===== config.mk =====
export PLATFORM = sky130hd
export DESIGN_NAME = stream_uart_tx_flat
export DESIGN_NICKNAME = d
export VERILOG_FILES = /design/src/rtl/stream_uart_pkg.sv /design/src/rtl/stream_uart_tx_if.sv /design/src/rtl/stream_uart_fifo.sv /design/src/rtl/stream_uart_tx.sv /design/src/flat_wrapper.sv
export SDC_FILE = /design/constraint.sdc
export NUM_CORES = 1
export LEC_CHECK = 0
export ABC_AREA = 0
export CAP_MARGIN = 0
export CORE_ASPECT_RATIO = 1.2
export CORE_UTILIZATION = 47
export DETAILED_ROUTE_END_ITERATION = 12
export GPL_TIMING_DRIVEN = 0
export PLACE_DENSITY = 0.72
export SLEW_MARGIN = 20
export SYNTH_ARGS = -nofsm -noshare
export SYNTH_HDL_FRONTEND = slang
export SYNTH_SLANG_ARGS = --single-unit
export TNS_END_PERCENT = 1

===== constraint.sdc =====
create_clock -name i_clk -period 4.6 [get_ports i_clk]
set_input_delay 0.92 -clock i_clk [delete_from_list [all_inputs] [get_ports i_clk]]
set_output_delay 0.92 -clock i_clk [all_outputs]
set_load 0.005 [all_outputs]

===== src/rtl/stream_uart_pkg.sv =====
`default_nettype none
// ============================================================================
// Module   : stream_uart_pkg
// Brief    : Shared types, constants and helpers for the stream UART transmitter
// Revision : 1.0 - initial release
// ============================================================================
package stream_uart_pkg;

    // Transmit FSM encoding
    typedef logic [2:0] state_t;
    localparam state_t S_IDLE   = 3'd0;
    localparam state_t S_START  = 3'd1;
    localparam state_t S_DATA   = 3'd2;
    localparam state_t S_PARITY = 3'd3;
    localparam state_t S_STOP   = 3'd4;
    localparam state_t S_EOL_CR = 3'd5;
    localparam state_t S_EOL_LF = 3'd6;

    // What the frame currently on the line carries
    typedef logic [1:0] kind_t;
    localparam kind_t K_CHAR = 2'd0;
    localparam kind_t K_CR   = 2'd1;
    localparam kind_t K_LF   = 2'd2;

    localparam int PARITY_NONE = 0;
    localparam int PARITY_ODD  = 1;
    localparam int PARITY_EVEN = 2;

    localparam int EOL_NONE = 0;
    localparam int EOL_LF   = 1;
    localparam int EOL_CRLF = 2;

    localparam logic [7:0] CHAR_CR = 8'h0D;
    localparam logic [7:0] CHAR_LF = 8'h0A;

    // Clocks per bit, rounded to nearest
    function automatic int calc_div(input int clk_hz, input int baud);
        return (clk_hz + baud / 2) / baud;
    endfunction

endpackage
`default_nettype wire


===== src/rtl/stream_uart_tx_if.sv =====
`default_nettype none
// ============================================================================
// Module   : stream_uart_tx_if
// Brief    : Byte-stream handshake bundle (tdata/tlast/tvalid/tready)
// Revision : 1.0 - initial release
// ============================================================================
interface stream_uart_tx_if #(
    parameter int DATA_BITS = 8
) ();
    logic [DATA_BITS-1:0] tdata;
    logic                 tlast;
    logic                 tvalid;
    logic                 tready;

    modport master (output tdata, output tlast, output tvalid, input tready);
    modport slave  (input tdata, input tlast, input tvalid, output tready);
endinterface
`default_nettype wire


===== src/rtl/stream_uart_fifo.sv =====
`default_nettype none
// ============================================================================
// Module   : stream_uart_fifo
// Brief    : Synchronous FIFO with registered full/empty and occupancy level
// Revision : 1.0 - initial release
// ============================================================================
module stream_uart_fifo #(
    parameter int WIDTH = 9,
    parameter int DEPTH = 16
) (
    input  wire                      i_clk,
    input  wire                      i_rst_n,
    input  wire                      i_push,
    input  wire [WIDTH-1:0]          i_data,
    input  wire                      i_pop,
    output logic [WIDTH-1:0]         o_data,
    output logic                     o_full,
    output logic                     o_empty,
    output logic [$clog2(DEPTH):0]   o_level
);
    localparam int c_aw = $clog2(DEPTH);
    localparam int c_lw = c_aw + 1;
    localparam logic [c_lw-1:0] c_one   = c_lw'(1);
    localparam logic [c_lw-1:0] c_depth = c_lw'(DEPTH);
    localparam logic [c_aw-1:0] c_ptr_one = c_aw'(1);

    logic [WIDTH-1:0] r_mem [DEPTH];
    logic [c_aw-1:0]  r_wr_ptr, r_rd_ptr;
    logic [c_lw-1:0]  r_level, w_level_nxt;
    logic             r_full, r_empty;
    logic             w_push_ok, w_pop_ok;

    assign w_push_ok = i_push && !r_full;
    assign w_pop_ok  = i_pop && !r_empty;

    // Next occupancy; push and pop together leave it unchanged
    always_comb begin
        w_level_nxt = r_level;
        case ({w_push_ok, w_pop_ok})
            2'b10:   w_level_nxt = r_level + c_one;
            2'b01:   w_level_nxt = r_level - c_one;
            default: w_level_nxt = r_level;
        endcase
    end

    // Storage array, no reset needed since contents are qualified by level
    always_ff @(posedge i_clk) begin
        if (w_push_ok) begin
            r_mem[r_wr_ptr] <= i_data;
        end
    end

    // Pointers wrap naturally because DEPTH is a power of two
    always_ff @(posedge i_clk) begin
        if (!i_rst_n) begin
            r_wr_ptr <= '0;
            r_rd_ptr <= '0;
            r_level  <= '0;
            r_full   <= 1'b0;
            r_empty  <= 1'b1;
        end else begin
            if (w_push_ok) r_wr_ptr <= r_wr_ptr + c_ptr_one;
            if (w_pop_ok)  r_rd_ptr <= r_rd_ptr + c_ptr_one;
            r_level <= w_level_nxt;
            r_full  <= (w_level_nxt == c_depth);
            r_empty <= (w_level_nxt == '0);
        end
    end

    assign o_data  = r_mem[r_rd_ptr];
    assign o_full  = r_full;
    assign o_empty = r_empty;
    assign o_level = r_level;

endmodule
`default_nettype wire


===== src/rtl/stream_uart_tx.sv =====
`default_nettype none
// ============================================================================
// Module   : stream_uart_tx
// Brief    : Byte stream to UART transmitter with input FIFO and optional
//            end-of-line insertion after a character flagged with tlast
// Revision : 1.0 - initial release
// ============================================================================
module stream_uart_tx
    import stream_uart_pkg::*;
#(
    parameter int CLK_FREQ_HZ = 16000000,
    parameter int BAUD        = 57600,
    parameter int DATA_BITS   = 8,
    parameter int PARITY      = 0,
    parameter int STOP_BITS   = 1,
    parameter int DEPTH       = 16,
    parameter int EOL_MODE    = 0
) (
    input  wire                      i_clk,
    input  wire                      i_rst_n,
    stream_uart_tx_if.slave          s_axis,
    output logic                     o_uart_tx,
    output logic                     o_busy,
    output logic [$clog2(DEPTH):0]   o_level
);
    localparam int c_div   = calc_div(CLK_FREQ_HZ, BAUD);
    localparam int c_cnt_w = $clog2(c_div);
    localparam logic [c_cnt_w-1:0]   c_cnt_max  = c_cnt_w'(c_div - 1);
    localparam logic [c_cnt_w-1:0]   c_cnt_one  = c_cnt_w'(1);
    localparam logic [3:0]           c_last_dat = 4'(DATA_BITS - 1);
    localparam logic [3:0]           c_last_stp = 4'(STOP_BITS - 1);
    localparam logic [DATA_BITS-1:0] c_cr       = DATA_BITS'(CHAR_CR);
    localparam logic [DATA_BITS-1:0] c_lf       = DATA_BITS'(CHAR_LF);

    generate
        if (c_div < 4 || DATA_BITS < 5 || DATA_BITS > 9 || PARITY > 2 ||
            STOP_BITS < 1 || STOP_BITS > 2 || EOL_MODE > 2 ||
            DEPTH < 2 || (DEPTH & (DEPTH - 1)) != 0) begin : g_bad_params
            $error("stream_uart_tx: illegal parameter combination");
        end
    endgenerate

    function automatic logic f_parity(input logic [DATA_BITS-1:0] d);
        return (PARITY == PARITY_ODD) ? ~^d : ^d;
    endfunction

    logic [DATA_BITS:0]   w_head;
    logic                 w_full, w_empty, w_push, w_pop, w_tready;
    logic                 r_started;
    state_t               r_state;
    kind_t                r_kind;
    logic [c_cnt_w-1:0]   r_cnt;
    logic [3:0]           r_bit;
    logic [DATA_BITS-1:0] r_shift;
    logic                 r_par, r_last, r_tx, r_busy;
    logic                 w_line, w_cnt_zero, w_stop_last, w_to_eol;

    stream_uart_fifo #(
        .WIDTH (DATA_BITS + 1),
        .DEPTH (DEPTH)
    ) u_fifo (
        .i_clk   (i_clk),
        .i_rst_n (i_rst_n),
        .i_push  (w_push),
        .i_data  ({s_axis.tlast, s_axis.tdata}),
        .i_pop   (w_pop),
        .o_data  (w_head),
        .o_full  (w_full),
        .o_empty (w_empty),
        .o_level (o_level)
    );

    // Holds tready low through reset and releases it on the first clean edge
    always_ff @(posedge i_clk) begin
        if (!i_rst_n) r_started <= 1'b0;
        else          r_started <= 1'b1;
    end

    assign w_tready      = r_started && !w_full;
    assign s_axis.tready = w_tready;
    assign w_push        = s_axis.tvalid && w_tready;

    assign w_cnt_zero  = (r_cnt == '0);
    assign w_stop_last = (r_bit == c_last_stp);
    assign w_to_eol    = (r_kind == K_CR) ||
                         (r_kind == K_CHAR && r_last && EOL_MODE != EOL_NONE);
    // Characters are pulled when idle, or back-to-back at the end of a stop bit
    assign w_pop = !w_empty &&
                   ((r_state == S_IDLE) ||
                    (r_state == S_STOP && w_cnt_zero && w_stop_last && !w_to_eol));

    // Line level implied by the current state
    always_comb begin
        w_line = 1'b1;
        case (r_state)
            S_START:  w_line = 1'b0;
            S_DATA:   w_line = r_shift[0];
            S_PARITY: w_line = r_par;
            default:  w_line = 1'b1;
        endcase
    end

    // Frame sequencer: baud down-counter, bit shifter and registered line/busy.
    // Ahead of an EOL frame the last stop bit ends one cycle early; the one-cycle
    // EOL load state drives high, so the stop time stays exactly STOP_BITS*DIV.
    always_ff @(posedge i_clk) begin
        if (!i_rst_n) begin
            r_state <= S_IDLE;
            r_kind  <= K_CHAR;
            r_cnt   <= '0;
            r_bit   <= '0;
            r_shift <= '0;
            r_par   <= 1'b0;
            r_last  <= 1'b0;
            r_tx    <= 1'b1;
            r_busy  <= 1'b0;
        end else begin
            r_tx   <= w_line;
            r_busy <= (r_state != S_IDLE) || (o_level != '0);
            if (w_pop) begin
                r_shift <= w_head[DATA_BITS-1:0];
                r_last  <= w_head[DATA_BITS];
                r_par   <= f_parity(w_head[DATA_BITS-1:0]);
                r_kind  <= K_CHAR;
                r_cnt   <= c_cnt_max;
                r_state <= S_START;
            end else begin
                case (r_state)
                    S_IDLE: begin
                        r_cnt <= '0;
                    end
                    S_START: begin
                        if (w_cnt_zero) begin
                            r_state <= S_DATA;
                            r_bit   <= '0;
                            r_cnt   <= c_cnt_max;
                        end else begin
                            r_cnt <= r_cnt - c_cnt_one;
                        end
                    end
                    S_DATA: begin
                        if (w_cnt_zero) begin
                            r_cnt   <= c_cnt_max;
                            r_shift <= r_shift >> 1;
                            if (r_bit == c_last_dat) begin
                                r_bit   <= '0;
                                r_state <= (PARITY != PARITY_NONE) ? S_PARITY : S_STOP;
                            end else begin
                                r_bit <= r_bit + 4'd1;
                            end
                        end else begin
                            r_cnt <= r_cnt - c_cnt_one;
                        end
                    end
                    S_PARITY: begin
                        if (w_cnt_zero) begin
                            r_state <= S_STOP;
                            r_bit   <= '0;
                            r_cnt   <= c_cnt_max;
                        end else begin
                            r_cnt <= r_cnt - c_cnt_one;
                        end
                    end
                    S_STOP: begin
                        if (w_stop_last && w_to_eol && r_cnt == c_cnt_one) begin
                            r_cnt   <= '0;
                            r_state <= (r_kind == K_CHAR && EOL_MODE == EOL_CRLF) ?
                                       S_EOL_CR : S_EOL_LF;
                        end else if (w_cnt_zero) begin
                            if (!w_stop_last) begin
                                r_bit <= r_bit + 4'd1;
                                r_cnt <= c_cnt_max;
                            end else begin
                                r_state <= S_IDLE;
                            end
                        end else begin
                            r_cnt <= r_cnt - c_cnt_one;
                        end
                    end
                    S_EOL_CR: begin
                        r_shift <= c_cr;
                        r_par   <= f_parity(c_cr);
                        r_kind  <= K_CR;
                        r_cnt   <= c_cnt_max;
                        r_state <= S_START;
                    end
                    S_EOL_LF: begin
                        r_shift <= c_lf;
                        r_par   <= f_parity(c_lf);
                        r_kind  <= K_LF;
                        r_cnt   <= c_cnt_max;
                        r_state <= S_START;
                    end
                    default: begin
                        r_state <= S_IDLE;
                    end
                endcase
            end
        end
    end

    assign o_uart_tx = r_tx;
    assign o_busy    = r_busy;

endmodule
`default_nettype wire


===== src/flat_wrapper.sv =====
// flat-port wrapper written by rule: the top's interface ports become plain ports
module stream_uart_tx_flat import stream_uart_pkg::*;
#(
    parameter int CLK_FREQ_HZ = 16000000,
    parameter int BAUD        = 57600,
    parameter int DATA_BITS   = 8,
    parameter int PARITY      = 0,
    parameter int STOP_BITS   = 1,
    parameter int DEPTH       = 16,
    parameter int EOL_MODE    = 0
)
  (i_clk, i_rst_n, o_uart_tx, o_busy, o_level, s_axis_tdata, s_axis_tlast, s_axis_tvalid, s_axis_tready);
  stream_uart_tx_if #(.DATA_BITS(DATA_BITS)) s_axis_i ();
  input  wire i_clk;
  input  wire i_rst_n;
  output logic o_uart_tx;
  output logic o_busy;
  output logic [$clog2(DEPTH):0] o_level;
  input wire logic [$bits(s_axis_i.tdata)-1:0] s_axis_tdata;
  input wire logic [$bits(s_axis_i.tlast)-1:0] s_axis_tlast;
  input wire logic [$bits(s_axis_i.tvalid)-1:0] s_axis_tvalid;
  output wire logic [$bits(s_axis_i.tready)-1:0] s_axis_tready;
  assign s_axis_i.tdata = s_axis_tdata;
  assign s_axis_i.tlast = s_axis_tlast;
  assign s_axis_i.tvalid = s_axis_tvalid;
  assign s_axis_tready = s_axis_i.tready;
  stream_uart_tx #(.CLK_FREQ_HZ(CLK_FREQ_HZ), .BAUD(BAUD), .DATA_BITS(DATA_BITS), .PARITY(PARITY), .STOP_BITS(STOP_BITS), .DEPTH(DEPTH), .EOL_MODE(EOL_MODE)) u_core (.i_clk(i_clk), .i_rst_n(i_rst_n), .s_axis(s_axis_i), .o_uart_tx(o_uart_tx), .o_busy(o_busy), .o_level(o_level));
endmodule

# Word-level counts from Yosys, hierarchy flattened
# Memory sizes are Yosys's and may differ from the RTL's. A register that Yosys moved wholly into a read port is not among the register bits.
# Index checks and enable logic that the tools add are counted.
[totals]
regBits = 45
mem_bits_rw = 144
output_inout_bits = 8
memories = 1
[memory_table]
columns = ["memory", "depth", "word_bits", "read_ports", "rd_ports_with_merged_regs", "write_ports", "line", "text"]
rows = [
  ["u_core.u_fifo.r_mem", 16, 9, 1, 1, 1, "stream_uart_fifo.sv:27", "logic [WIDTH-1:0] r_mem [DEPTH];"],
]
[classes]
add_sub_neg = 6
eq_ne = 31
muxes = 35
bitwise = 3
n_reduce_logical = 38
[op_table]
columns = ["cell", "count"]
rows = [
  ["9-bit 2-to-1 mux", 5],
  ["9-bit case mux with 4 select lines", 1],
  ["4-bit 2-to-1 mux", 8],
  ["8-bit case mux with 3 select lines", 1],
  ["3-bit 2-to-1 mux", 7],
  ["7-bit AND reduction", 3],
  ["3-bit by 2-bit inequality test with 1-bit output (second input constant)", 6],
  ["3-bit case mux with 6 select lines", 1],
  ["8-bit 2-to-1 mux", 2],
  ["4-bit by 1-bit adder with 4-bit output (second input constant)", 3],
  ["2-bit by 1-bit inequality test with 1-bit output (second input constant)", 6],
  ["4-bit case mux with 3 select lines", 1],
  ["1-bit logical AND", 10],
  ["5-bit case mux with 2 select lines", 1],
  ["5-bit nonzero test", 2],
  ["3-bit == test (second input constant)", 3],
  ["9-bit by 1-bit == test with 1-bit output (second input constant)", 1],
  ["9-bit zero test", 1],
  ["3-bit nonzero test", 3],
  ["9-bit by 1-bit subtractor with 9-bit output (second input constant)", 1],
  ["4-bit by 3-bit inequality test with 1-bit output (second input constant)", 2],
  ["4-bit nonzero test", 2],
  ["8-bit parity", 1],
  ["3-bit by 2-bit == test with 1-bit output (second input constant)", 2],
  ["24 further kinds", 40],
]

# Logic depth before layout (Yosys ltp)
[depth]
depth_word = 10
mapped_depth = 18

# By module
# A second synthesis with hierarchy kept.
[hier_totals]
hier_cells = 575
hier_area_um2 = 8483.1
[by_module_without_submodules]
columns = ["mod", "instances", "cells_per_inst", "area_each_um2", "seq_area_each_um2"]
rows = [
  ["stream_uart_fifo", 1, 324, 6537.5, 4704.5],
  ["stream_uart_tx", 1, 251, 1945.6, 600.6],
]

# Least setup slack after synthesis
# No wires, ideal clock.
[synth_path]
path_type = "reg2reg"
from = "register u_core.r_bit[0]"
to = "register u_core.u_fifo.r_empty (netlist: u_core.u_fifo.o_empty)"
setup_time_ns = 0.070
arrival_time_ns = 3.485
path_slack_ns = 1.045
path_stages_with_launch = 19
n_path_buf = 2
synth_period_minus_slack_ns = 3.555
cell_sequence = "dfxtp_1 > inv_1 > ha_1 > or3b_2 > nor3_4 > or4b_1 > a21o_1 > buf_6 > clkinv_4 > buf_12 > ha_1 > ha_1 > a21o_1 > a21oi_1 > xor2_1 > nor2_1 > xnor2_1 > nor2_1 > a21oi_1"
[synth_between]
elab_chain_cells = 9
[synth_lines]
columns = ["element", "line", "text"]
rows = [
  ["start, declared", "stream_uart_tx.sv:53", "logic [3:0] r_bit;"],
  ["start signal, assigned", "stream_uart_tx.sv:149", "r_bit <= r_bit + 4'd1;"],
  ["start signal, assigned", "stream_uart_tx.sv:171", "r_bit <= r_bit + 4'd1;"],
  ["4-bit zero test (*)", "stream_uart_tx.sv:84", "assign w_stop_last = (r_bit == c_last_stp);"],
  ["1-bit logical AND (*) (2 in a row)", "stream_uart_tx.sv:90", "(r_state == S_STOP && w_cnt_zero && w_stop_last && !w_to_eol));"],
  ["1-bit logical OR (*)", "stream_uart_tx.sv:89", "((r_state == S_IDLE) ||"],
  ["1-bit logical AND (*)", "stream_uart_tx.sv:88", "assign w_pop = !w_empty &&"],
  ["1-bit logical AND (*)", "stream_uart_fifo.sv:34", "assign w_pop_ok = i_pop && !r_empty;"],
  ["2-bit by 1-bit == test with 1-bit output or 2-bit == test (tied branches)", "stream_uart_fifo.sv:39", "case ({w_push_ok, w_pop_ok})"],
  ["5-bit case mux with 2 select lines (*)", "stream_uart_fifo.sv:39", ""],
  ["5-bit zero test (*)", "stream_uart_fifo.sv:66", "r_empty <= (w_level_nxt == '0);"],
  ["end signal, assigned", "stream_uart_fifo.sv:66", ""],
  ["end, declared", "stream_uart_fifo.sv:30", "logic r_full, r_empty;"],
]
# Mark *: on every way between the ends. The rest lies on a longest branch, timed or not.
# A chain may end at the register's enable or synchronous reset.

# Worst setup path in the final report
[layout_path]
from = "register u_core.r_bit[0]"
to = "register u_core.u_fifo.r_full (netlist: u_core.u_fifo.o_full)"
[layout_between]
elab_chain_cells = 9
[layout_lines]
columns = ["element", "line", "text"]
rows = [
  ["4-bit zero test (*)", "stream_uart_tx.sv:84", ""],
  ["1-bit logical AND (*) (2 in a row)", "stream_uart_tx.sv:90", ""],
  ["1-bit logical OR (*)", "stream_uart_tx.sv:89", ""],
  ["1-bit logical AND (*)", "stream_uart_tx.sv:88", ""],
  ["1-bit logical AND (*)", "stream_uart_fifo.sv:34", ""],
  ["2-bit by 1-bit == test with 1-bit output or 2-bit == test (tied branches)", "stream_uart_fifo.sv:39", ""],
  ["5-bit case mux with 2 select lines (*)", "stream_uart_fifo.sv:39", ""],
  ["5-bit == test (*)", "stream_uart_fifo.sv:65", "r_full <= (w_level_nxt == c_depth);"],
  ["end signal, assigned", "stream_uart_fifo.sv:65", ""],
  ["end, declared", "stream_uart_fifo.sv:30", ""],
]
# Marked as above.

==> impl_summary.txt <==
----------------------------------------------------
[Run status]
  Run status ... completed

[Routing]
  DR vias/cell ... 5.72
  Average wire length per cell after detail routing ... 19.1 um
  Number of nets still failing antenna checks after routing ... 0
  Final Routed Wirelength ... 15,400 um
  Count of unresolved DRC violations after routing ... 0
  Total number of vias ... 4,607
  Total iterations of the first detailed-routing run ... 6
  DRT iter0 DRCs ... 413

[Floorplan]
  Die W ... 118 um
  Number of rows created at floorplan ... 50
  Initial cell density of the core ... 48.4%
  Die height ... 141 um
  Die outline area ... 16,600 um2
  Placeable core region ... 15,600 um2
  Top-Level Pins ... 20

[Synthesis]
  Mean instance size in the synthesized netlist ... 13.8 um2
  Most used flip-flop cell after synthesis ... sky130_fd_sc_hd__edfxtp_1
  Post-synthesis cell type with the largest combined area ... sky130_fd_sc_hd__edfxtp_1
  Yosys cell types ... 53
  Post-synthesis share of cell area spent on xor and xnor gates ... 2.32%
  Largest family of logic cells by synthesized area ... simple AND/OR/NAND/NOR gates
  Proportion of synthesized area in mux cells ... 9.79%
  Share of async-settable or async-resettable flops after synthesis ... 0%
  Cell area after technology mapping ... 7560 um2
  EDFF count, synth ... 128
  Net count after synthesis ... 574
  Synthesized instance count ... 547
  Simple-gate share of the synthesized area ... 10.6%
  Proportion of netlist area held by the largest area contributor ... 50.8%
  Yosys warnings ... 0
  Adder-cell share of the synthesized area ... 2.71%
  Largest cells by area after synthesis ... sky130_fd_sc_hd__edfxtp_1 51%, sky130_fd_sc_hd__dfxtp_1 13%, sky130_fd_sc_hd__mux4_2 9.5%
  FF+latch count, synth ... 177
  Sequential element share of the synthesized area ... 63.8%
  Fraction of the mapped netlist area in compound gates ... 8.12%

[Placed design]
  Final GP Congestion ... 0.893
  Number of placed cells counting well taps ... 773
  Input/output buffers ... 18
  Post-detailed-placement half-perimeter wirelength ... 10,500 um

[STA]
  Final max-slew violation count ... 0
  Worst Clk Skew ... 0.0108 ns
  Final setup violation count ... 0
  Setup repair after global routing missed its margin ... no
  Crit path time final ... 4.02 ns
  Min Hold Slack ... 0.482 ns
  Final Hold Vio Count ... 0
  Tcrit/Tclk final ... 87.4%
  Max-slew headroom at the worst pin ... 51.4%
  Setup TNS Final ... 0 ns
  Peak Freq ... 249 MHz
  Transition at the pin with the smallest max-transition slack ... 0.729 ns

[Clock network]
  Clock transition at path regs ... 0.07 ns
  Number of buffers inserted during clock tree synthesis ... 17
  Hold bufs inserted after CTS ... 0
  Clock Root Buffer ... sky130_fd_sc_hd__clkbuf_16
  # resized after CTS ... 0
  CTS Sinks ... 177
  Clock latency on the worst-skew pair ... 0.43 ns
  Max Buffers Root-to-Sink ... 2
  Number of levels the H-tree was split into ... 4
  Number of buffers inserted to repair setup after CTS ... 0
  TritonCTS clock tree ... built

[Worst setup path]
  Slowest cell on the critical path ... sky130_fd_sc_hd__or4b_1
  Data arrival at the endpoint of the critical path ... 4.37 ns
  WP buf/inv ... 4
  Startpoint Class ... register
  Cell repeated most along the worst path ... sky130_fd_sc_hd__ha_1
  Category of the worst setup path capture point ... register
  Path type of the worst setup path ... register to register
  Crit path max-delay family ... simple AND/OR/NAND/NOR gates
  Largest incremental delay on the critical path ... 0.51 ns
  Required arrival time at the worst endpoint ... 4.95 ns
  CP max FO ... 10
  Cell Chain, Critical Path ... inv_1 -> ha_1 -> or3b_2 -> nor3_4 -> or4b_1 -> a21o_1 -> buf_6 -> clkinv_4 -> buf_12 -> ha_1 -> ha_1 -> a21o_1 -> a21oi_1 -> xor2_1 -> nor2_1 -> a21oi_1 -> nand3_1 -> nor3_1

[Job]
  Max Cap Viol ... 0

[Power]
  Leakage ... 2.92 nW
  Net switching power ... 1.50 mW
  Clk pwr share ... 30.5%
  Sequential fraction of design power ... 40.1%
  PD cells ... 557 nW/um2
  Comb pwr share ... 29.4%
  Switching portion of total power ... 31.3%
  Pint ... 3.29 mW
  Worst voltage drop across the vdd grid ... 0.305 mV

[Global routing]
  Remaining global-route overflow ... 0
  Initial antenna violation count ... 0
  Vias in the first global route ... 4,720
  Maximum number of pins on one net before global-route repair ... 18
  GR Util All Layers ... 19.7%
  Global-route wire length before repair ... 24,600 um

[Final layout]
  Final instance count without filler cells ... 805
  Layout cells sized above 1 ... 12.9%
  Net count reported at finish ... 611
  Commonest non-fill, non-tap cell in the layout ... sky130_fd_sc_hd__edfxtp_1
  Highest-count cells in the layout ignoring fill and taps ... 128 x sky130_fd_sc_hd__edfxtp_1, 55 x sky130_fd_sc_hd__nor2_1, 49 x sky130_fd_sc_hd__dfxtp_1
  Area Overhead vs Synth ... 13.7%
  Inserted Diodes ... 0

[Hold path]
  Type of the worst min-delay path ... register to register

----------------------------------------------------
[worst reg2reg max path: stages, from the launching register on]
cell	delay, ns
sky130_fd_sc_hd__dfxtp_1	0.36
sky130_fd_sc_hd__inv_1	0.08
sky130_fd_sc_hd__ha_1	0.16
sky130_fd_sc_hd__or3b_2	0.50
sky130_fd_sc_hd__nor3_4	0.23
sky130_fd_sc_hd__or4b_1	0.52
sky130_fd_sc_hd__a21o_1	0.22
sky130_fd_sc_hd__buf_6	0.14
sky130_fd_sc_hd__clkinv_4	0.06
sky130_fd_sc_hd__buf_12	0.12
sky130_fd_sc_hd__ha_1	0.28
sky130_fd_sc_hd__ha_1	0.28
sky130_fd_sc_hd__a21o_1	0.16
sky130_fd_sc_hd__a21oi_1	0.16
sky130_fd_sc_hd__xor2_1	0.18
sky130_fd_sc_hd__nor2_1	0.05
sky130_fd_sc_hd__a21oi_1	0.18
sky130_fd_sc_hd__nand3_1	0.13
sky130_fd_sc_hd__nor3_1	0.15
[power groups by stage]
stage	combinational (mW)	sequential (mW)	clock, mW
4_1_cts	1.41	1.92	1.48
2_1_floorplan	1.06	1.93	0
3_5_place_dp	1.40	1.95	0
5_1_grt	1.55	1.94	1.54
3_3_place_gp	1.35	1.95	0
6_report	1.41	1.92	1.46
[Yosys cell counts, types with 2 or more instances]
cell,count
sky130_fd_sc_hd__and3_1,2
sky130_fd_sc_hd__nor3b_1,2
sky130_fd_sc_hd__buf_6,2
sky130_fd_sc_hd__inv_1,15
sky130_fd_sc_hd__a21oi_1,33
sky130_fd_sc_hd__o31ai_1,2
sky130_fd_sc_hd__buf_2,3
sky130_fd_sc_hd__o2111ai_1,3
sky130_fd_sc_hd__a31oi_1,9
sky130_fd_sc_hd__or4_1,3
sky130_fd_sc_hd__mux4_2,32
sky130_fd_sc_hd__and2_1,19
sky130_fd_sc_hd__a211oi_1,3
sky130_fd_sc_hd__nor2_1,55
sky130_fd_sc_hd__a22oi_1,19
sky130_fd_sc_hd__edfxtp_1,128
sky130_fd_sc_hd__nand3_1,5
sky130_fd_sc_hd__xnor2_1,11
sky130_fd_sc_hd__o211a_1,2
sky130_fd_sc_hd__nor2b_1,9
sky130_fd_sc_hd__nand4_1,4
sky130_fd_sc_hd__clkbuf_1,18
sky130_fd_sc_hd__ha_1,14
sky130_fd_sc_hd__nand2b_1,5
sky130_fd_sc_hd__or3_1,7
sky130_fd_sc_hd__o21ai_1,2
sky130_fd_sc_hd__o21ai_0,15
sky130_fd_sc_hd__o22ai_1,2
sky130_fd_sc_hd__mux2i_1,2
sky130_fd_sc_hd__buf_1,3
sky130_fd_sc_hd__nor3_1,7
sky130_fd_sc_hd__or2_2,2
sky130_fd_sc_hd__a21o_1,3
sky130_fd_sc_hd__xor2_1,9
sky130_fd_sc_hd__nand2_1,31
sky130_fd_sc_hd__dfxtp_1,49
[routing by layer]
layer	GRT usage (%)	routed length, um	vias up
met3	4.13	671	21
met4	7.42	241	0
li1	-	-	2135
met5	0	0	-
met2	34.9	8070	147
met1	23.5	6400	2304
[layout make-up]
cell class	count	area (um2)
clock inverter	15	171
clock buffer	17	425
timing repair buffer	18	180
tap	208	260
buffer	27	136
inverter	16	65.1
sequential	177	4820
fill	1263	7040
multi-input combinational	327	2540
[registers in the layout (all words and copies together) (netlist names), named ones only]
name,count
u_core.r_shift,8
u_core.r_bit,4
u_core.u_fifo.r_mem,128
u_core.r_par,1
u_core.r_started,1
u_core.r_state,3
u_core.u_fifo.o_full,1
u_core.r_cnt,9
u_core.o_busy,1
u_core.u_fifo.o_empty,1
u_core.u_fifo.r_rd_ptr,4
u_core.u_fifo.r_wr_ptr,4
u_core.r_kind,2
u_core.o_uart_tx,1
u_core.u_fifo.o_level,5
[through the flow]
stage / cell area [um2] / power [mW] / worst slack, ns / utilization, %
after floorplan: 7560 / 2.99 / 1.05 / -
after global placement: 8000 / 3.30 / 0.718 / 51.2
after detailed placement: 8000 / 3.36 / 0.626 / 51.2
after CTS: 8600 / 4.81 / 0.591 / 55.0
after global routing: 8600 / 5.02 / 0.331 / 55.0
final: 8600 / 4.79 / 0.578 / 55.0
[cells by family after synthesis]
| logic type | count (synthesis) |
|---|---|
| xor+xnor | 20 |
| buf+inv | 43 |
| mux | 34 |
| fa+ha+maj | 16 |
| simple gates | 159 |
| flops | 177 |
| compound gates | 98 |
[worst paths after layout]
kind	endpoint	depth (start not counted)	slack [ns]	startpoint
worst max-delay path	u_core.u_fifo.o_full	18	0.58	u_core.r_bit[0]
worst min-delay path	u_core.r_kind[0]	2	0.48	u_core.r_kind[0]
worst max register to register	u_core.u_fifo.o_full	18	0.58	u_core.r_bit[0]
worst min register to register	u_core.r_kind[0]	2	0.48	u_core.r_kind[0]
(Power assumes the default switching activity.)
